`src/rtl/tic_tac_toe_pkg.sv`:
```
// Shared types and constants for the tic-tac-toe computer opponent:
// cell codes, winning-line table, corner/edge preference order, FSM states.
package tic_tac_toe_pkg;

    localparam int CELLS = 9;
    localparam int LINES = 8;

    typedef enum logic [1:0] {
        EMPTY    = 2'b00,
        PLAYER   = 2'b01,
        COMPUTER = 2'b10,
        TEST     = 2'b11
    } cell_t;

    localparam logic [3:0] LINE_IDX [0:LINES-1][0:2] = '{
        '{4'd0, 4'd1, 4'd2},
        '{4'd3, 4'd4, 4'd5},
        '{4'd6, 4'd7, 4'd8},
        '{4'd0, 4'd3, 4'd6},
        '{4'd1, 4'd4, 4'd7},
        '{4'd2, 4'd5, 4'd8},
        '{4'd0, 4'd4, 4'd8},
        '{4'd2, 4'd4, 4'd6}
    };

    localparam logic [3:0] CENTRE             = 4'd4;
    localparam logic [3:0] CORNER_ORDER [0:3] = '{4'd0, 4'd2, 4'd6, 4'd8};
    localparam logic [3:0] EDGE_ORDER   [0:3] = '{4'd1, 4'd3, 4'd5, 4'd7};

    typedef enum logic [2:0] {
        IDLE,
        SETTLE1,
        SETTLE2,
        SCAN,
        PICK,
        MOVE,
        COOLDOWN
    } state_t;

    function automatic logic [1:0] cell_at(input logic [2*CELLS-1:0] board, input logic [3:0] idx);
        return board[2*idx +: 2];
    endfunction

endpackage

```
`src/rtl/line_eval.sv`:
```
// Classifies one winning line: two computer cells plus one empty is a win hit,
// two player cells plus one empty is a block hit (only with COMPUTER_BLOCK_EN).
module line_eval
    import tic_tac_toe_pkg::*;
(
    input  logic [1:0] cell_a,
    input  logic [1:0] cell_b,
    input  logic [1:0] cell_c,
    input  logic [3:0] idx_a,
    input  logic [3:0] idx_b,
    input  logic [3:0] idx_c,
    output logic       win_hit,
`ifdef COMPUTER_BLOCK_EN
    output logic       block_hit,
`endif
    output logic [3:0] empty_idx
);

    logic [1:0] n_comp;
    logic [1:0] n_empty;

    assign n_comp  = 2'(cell_a == COMPUTER) + 2'(cell_b == COMPUTER) + 2'(cell_c == COMPUTER);
    assign n_empty = 2'(cell_a == EMPTY) + 2'(cell_b == EMPTY) + 2'(cell_c == EMPTY);

    assign win_hit = (n_comp == 2'd2) && (n_empty == 2'd1);

`ifdef COMPUTER_BLOCK_EN
    logic [1:0] n_play;
    assign n_play    = 2'(cell_a == PLAYER) + 2'(cell_b == PLAYER) + 2'(cell_c == PLAYER);
    assign block_hit = (n_play == 2'd2) && (n_empty == 2'd1);
`endif

    assign empty_idx = (cell_a == EMPTY) ? idx_a :
                       (cell_b == EMPTY) ? idx_b : idx_c;

endmodule

```
`src/rtl/computer_player.sv`:
```
// Tic-tac-toe opponent: scans the 8 lines after each move and strobes a cell.
// Optional block detection is compiled in with COMPUTER_BLOCK_EN.
//
// state    | meaning
// IDLE     | waiting for player_move / start_computer
// SETTLE1  | board's illegal_move flag is valid
// SETTLE2  | board's win / tie flags are valid
// SCAN     | one winning line per cycle, k = 0..7
// PICK     | choose cell by priority, or pulse no_move
// MOVE     | computer_move strobe
// COOLDOWN | board absorbs the move
module computer_player
    import tic_tac_toe_pkg::*;
(
    input  logic                 clk,
    input  logic                 rstn,
    input  logic [2*CELLS-1:0]   board_state,
    input  logic                 player_move,
    input  logic                 start_computer,
    input  logic                 illegal_move,
    input  logic                 win,
    input  logic                 tie,
    output logic                 computer_move,
    output logic [3:0]           computer_address,
    output logic                 busy,
    output logic                 no_move
);

    state_t                       state, state_nxt;
    logic [$clog2(LINES)-1:0]     k;
    logic                         win_found;
    logic [3:0]                   win_idx;
    logic                         line_win;
    logic [3:0]                   line_empty;
    logic                         pick_found;
    logic [3:0]                   pick_idx;
`ifdef COMPUTER_BLOCK_EN
    logic                         blk_found;
    logic [3:0]                   blk_idx;
    logic                         line_block;
`endif

    line_eval u_line_eval (
        .cell_a    (cell_at(board_state, LINE_IDX[k][0])),
        .cell_b    (cell_at(board_state, LINE_IDX[k][1])),
        .cell_c    (cell_at(board_state, LINE_IDX[k][2])),
        .idx_a     (LINE_IDX[k][0]),
        .idx_b     (LINE_IDX[k][1]),
        .idx_c     (LINE_IDX[k][2]),
        .win_hit   (line_win),
`ifdef COMPUTER_BLOCK_EN
        .block_hit (line_block),
`endif
        .empty_idx (line_empty)
    );

    always_ff @(posedge clk or negedge rstn) begin
        if (!rstn) state <= IDLE;
        else       state <= state_nxt;
    end

    always_comb begin
        state_nxt = state;
        case (state)
            IDLE: begin
                if (player_move)         state_nxt = SETTLE1;
                else if (start_computer) state_nxt = SCAN;
            end
            SETTLE1:  state_nxt = illegal_move ? IDLE : SETTLE2;
            SETTLE2:  state_nxt = (win || tie) ? IDLE : SCAN;
            SCAN:     if (k == 3'(LINES - 1)) state_nxt = PICK;
            PICK:     state_nxt = pick_found ? MOVE : IDLE;
            MOVE:     state_nxt = COOLDOWN;
            COOLDOWN: state_nxt = IDLE;
            default:  state_nxt = IDLE;
        endcase
    end

    always_comb begin
        computer_move = (state == MOVE);
        busy          = (state != IDLE);
        no_move       = (state == PICK) && !pick_found;
    end

    // First hit of each kind wins; flags are cleared while idle so every scan starts fresh.
    always_ff @(posedge clk or negedge rstn) begin
        if (!rstn) begin
            k         <= '0;
            win_found <= 1'b0;
            win_idx   <= 4'd0;
`ifdef COMPUTER_BLOCK_EN
            blk_found <= 1'b0;
            blk_idx   <= 4'd0;
`endif
        end else if (state == SCAN) begin
            k <= k + 1'b1;
            if (line_win && !win_found) begin
                win_found <= 1'b1;
                win_idx   <= line_empty;
            end
`ifdef COMPUTER_BLOCK_EN
            if (line_block && !blk_found) begin
                blk_found <= 1'b1;
                blk_idx   <= line_empty;
            end
`endif
        end else if (state == IDLE) begin
            k         <= '0;
            win_found <= 1'b0;
            win_idx   <= 4'd0;
`ifdef COMPUTER_BLOCK_EN
            blk_found <= 1'b0;
            blk_idx   <= 4'd0;
`endif
        end
    end

    always_comb begin
        pick_found = 1'b0;
        pick_idx   = 4'd0;
        if (win_found) begin
            pick_found = 1'b1;
            pick_idx   = win_idx;
        end
`ifdef COMPUTER_BLOCK_EN
        else if (blk_found) begin
            pick_found = 1'b1;
            pick_idx   = blk_idx;
        end
`endif
        else if (cell_at(board_state, CENTRE) == EMPTY) begin
            pick_found = 1'b1;
            pick_idx   = CENTRE;
        end else begin
            for (int i = 0; i < 4; i++) begin
                if (!pick_found && cell_at(board_state, CORNER_ORDER[i]) == EMPTY) begin
                    pick_found = 1'b1;
                    pick_idx   = CORNER_ORDER[i];
                end
            end
            for (int i = 0; i < 4; i++) begin
                if (!pick_found && cell_at(board_state, EDGE_ORDER[i]) == EMPTY) begin
                    pick_found = 1'b1;
                    pick_idx   = EDGE_ORDER[i];
                end
            end
        end
    end

    always_ff @(posedge clk or negedge rstn) begin
        if (!rstn)                          computer_address <= 4'd0;
        else if (state == PICK && pick_found) computer_address <= pick_idx;
    end

endmodule
```
`config.mk`:
```
export PLATFORM = sky130hd
export DESIGN_NAME = computer_player
export DESIGN_NICKNAME = d
export VERILOG_FILES = /design/src/rtl/tic_tac_toe_pkg.sv /design/src/rtl/line_eval.sv /design/src/rtl/computer_player.sv
export SDC_FILE = /design/constraint.sdc
export NUM_CORES = 1
export LEC_CHECK = 0
export CORE_ASPECT_RATIO = 1.1
export CORE_MARGIN = 2
export CORE_UTILIZATION = 50
export CTS_BUF_LIST = sky130_fd_sc_hd__clkbuf_2
export CTS_CLUSTER_DIAMETER = 60
export DETAILED_ROUTE_END_ITERATION = 8
export PLACE_DENSITY = 0.78
export SETUP_SLACK_MARGIN = 0.1
export SYNTH_ARGS = -nofsm -noshare
export SYNTH_HDL_FRONTEND = slang
export SYNTH_HIERARCHICAL = 1
export SYNTH_SLANG_ARGS = --single-unit
```
`constraint.sdc`:
```
create_clock -name clk -period 6.96 [get_ports clk]
set_input_delay 0.696 -clock clk [delete_from_list [all_inputs] [get_ports clk]]
set_output_delay 0.696 -clock clk [all_outputs]
set_load 0.03 [all_outputs]
```
==> flow_summary.yaml <==
status:
  status: "finished clean"
timing:
  clock_skew_ns: 0.00418
  holdWs_ns: 0.536
  setup_violations: 0
  tightest_slew_ns: 0.808
  fin_crit_sh: 0.615
  period_needed_ns: 4.28
  rsz0062_at_grt: "false"
  fin_setup_tns_ns: 0
  final_max_slew_viol_count: 0
  maxSlewHeadroom: 0.456
  hold_violations: 0
  clock.fmax_mhz: 234
finish:
  drive_above_1_share: 0.101
  fillCellCount: 262
  final_cell_mix: "clkdlybuf4s50_1 (31), o21ai_0 (19), inv_1 (15), nand2_1 (15), dfrtp_1 (15)"
  nNetsFinal: 251
  areaGrowthSynthToFinish_pct: 20.3
  final_common_cell: "clkdlybuf4s50_1"
  n_antenna_cell: 0
  stdcell_area_sq_um: 1940
clock_network:
  clkTransAtPathRegs_ns: 0.14
  worstSkewPairLatency_ns: 0.28
  cts_resized: 0
  cts_root_buf: "clkbuf_2"
  cts.sinks: 15
  cts_buffers: 3
  postCtsSetupBuffers: 0
  htree_levels: 1
  cts_hold_buf: 0
  cts_tree: "built"
  clockBufferDepth: 2
min_path:
  hp-class: "flip-flop to flip-flop"
pwr:
  p_leak_nw: 0.816
  ir_drop_mv: 0.245
  power_density_nw_per_um2: 442
floorplanning:
  initial_core_util: 0.525
  ios: 32
  die_area_sq_um: 3700
  rows: 21
  die_h_um: 63.6
  fp.coreArea_sq_um: 3070
  die_x_um: 58.2
yosys:
  ys_seq_area_frac: 0.233
  syn_inst: 190
  synth-compound-area-share: 0.209
  synthAdderAreaFrac: 0.0636
  syn-cell-area_sq_um: 1610
  synthSimpleGateAreaFrac: 0.218
  syn_area_per_cell_sq_um: 8.49
  yosysWarnings: 6
  synth_top_family_by_area: "simple AND/OR/NAND/NOR gates"
  synth-seq-cells: 15
  ys_types: 43
  synthMuxAreaShare: 0.203
  synth_xor_xnor_area_share: 0.00543
worst_setup_path:
  cpMostUsedCell: "o21ai_0"
  cp-startpoint: "k[0]"
  critPathKind: "flip-flop to flip-flop"
  r2r_start: "k[0]"
  crit_path_start_kind: "flip-flop"
  r2r.worst_path.cells: 14
  r2r_setup_slack_ns: 2.68
  worstPathArrival_ns: 4.47
  regToRegEndpoint: "win_idx[1]"
  worstPathRequired_ns: 7.15
  critical_path.cell_chain: "ha_1, mux2i_2, mux2i_1, mux2_2, o21ai_0, or2_2, inv_1, fa_1, nand2_1, nor3_1, nand2b_1, o21ai_1, nand3_1, o21ai_0"
  slowest_stage: "mux2i_2"
  worst-path-max-fanout: 11
  max_stage_delay_ns: 0.62
  critPathCaptureType: "flip-flop"
  endpoint: "win_idx[1]"
detailed_routing:
  firstDrtPassIters: 5
  final_antenna_net_count: 0
  vias: 1601
  drc: 0
  first_iter_violations: 88
  wl_per_cell_um: 17.6
  postRouteWirelength_um: 4430
  avgViaCountPerCell: 6.35
placed_design:
  io_buffers: 31
  gp_congestion: 0.933
  dp_hpwl_um: 3470
  placed_area_sq_um: 1920
global_route:
  grt_pass1_vias: 1604
  grt_max_degree: 19
  grt_first_pass_wirelength_um: 7110
  grt_usage: 0.249
  overflow: 0
  antenna_found_initial: 0
run:
  cap_violations: 0
==> metal layers <==
metal  part of all wire  GRT usage  vias to the layer above  wire length (um)
li1                   -          -                      758                 -
met1               0.41      0.326                      749              1820
met2               0.49      0.403                       82              2170
met3              0.067     0.0164                       12               296
met4              0.032      0.137                        0               140
met5                  0          0                        -                 0
==> flip-flops by register name (all words and copies together) (netlist names) <==
register,cells
k,3
win_idx,4
computer_address,4
win_found,1
state,3
==> stage by stage <==
| step | util | total power [W] | std cells | worst slack [ns] |
|---|---|---|---|---|
| 4_1_cts | 0.631 | 0.000848 | 252 | 2.73 |
| 5_1_grt | 0.631 | 0.000928 | 252 | 2.26 |
| 2_1_floorplan | - | 0.000640 | 191 | 3.50 |
| 6_report | 0.631 | 0.000858 | 252 | 2.68 |
| 3_5_place_dp | 0.625 | 0.000801 | 248 | 2.79 |
| 3_3_place_gp | 0.625 | 0.000783 | 248 | 2.95 |
==> power breakdown <==
group	switching, W	leakage, nW	total [W]	internal [W]
Clock	0.0000263	0.0166	0.0000416	0.0000152
Combinational	0.000384	0.601	0.000657	0.000274
Sequential	0.0000384	0.199	0.000159	0.000121
==> area by class of cell <==
| type | instances | area [sq um] | area share |
|---|---|---|---|
| Multi-Input combinational cell | 153 | 1140 | 0.585 |
| Inverter | 15 | 56.3 | 0.0290 |
| Timing Repair Buffer | 31 | 310 | 0.160 |
| Sequential cell | 15 | 375 | 0.193 |
| Tap cell | 34 | 42.5 | 0.0219 |
| Clock buffer | 4 | 20.0 | 0.0103 |
==> how the worst min path moves through the flow <==
| stage | from | to | slack (ns) | depth (start not counted) |
|---|---|---|---|---|
| 5_1_grt | computer_address[1] | computer_address[1] | 0.56 | 1 |
| 4_1_cts | computer_address[1] | computer_address[1] | 0.54 | 1 |
| 3_5_place_dp | computer_address[1] | computer_address[1] | 0.51 | 1 |
| 2_1_floorplan | rstn | computer_address[0] | 0.40 | 0 |
| 3_3_place_gp | computer_address[1] | computer_address[1] | 0.50 | 1 |
| 6_report | computer_address[1] | computer_address[1] | 0.54 | 1 |
==> logic make-up after synthesis <==
logic type | count (synthesis)
buf+inv | 23
fa+ha+maj | 7
flops | 15
xor+xnor | 1
other cells | 1
simple gates | 66
mux | 24
compound gates | 53
==> Yosys cell counts, drive strengths merged <==
master   count  area [sq um]
o21ai       20           100
dfrtp       15           375
inv         15          56.3
nand2       15          56.3
mux2        11           124
nor2        11          41.3
nor3        10          50.1
mux2i        8          83.8
o22ai        8          50.1
nand2b       7          43.8
a21oi        5          25.0
clkbuf       5          18.8
ha           5          62.6
mux4         5           120
a31oi        4          25.0
nand3        4          20.0
or3b         4          35.0
a211oi       3          27.5
buf          3          30.0
nand3b       3          22.5
nor2b        3          18.8
o32ai        3          26.3
a22o         2          17.5
a32oi        2          17.5
and3b        2          17.5
fa           2          40.0
o21bai       2          15.0
or2          2          12.5
or3          2          12.5
a2bb2oi      1          8.76
and2         1          6.26
and3         1          6.26
conb         1          3.75
nor4b        1          8.76
o21a         1          7.51
o311a        1          10.0
o31ai        1          7.51
xnor2        1          8.76
==> worst max-delay path, delay by kind of cell (launching register included) <==
family | cells | cell delay, ns
multiplexers | 3 | 1.12
AO/OA/AOI/OAI | 3 | 0.95
adder cells (fa/ha/maj) | 2 | 0.88
AND/OR/NAND/NOR | 5 | 0.67
flip-flops | 1 | 0.49
buffers and inverters | 1 | 0.07
(Power assumes the default switching activity.)
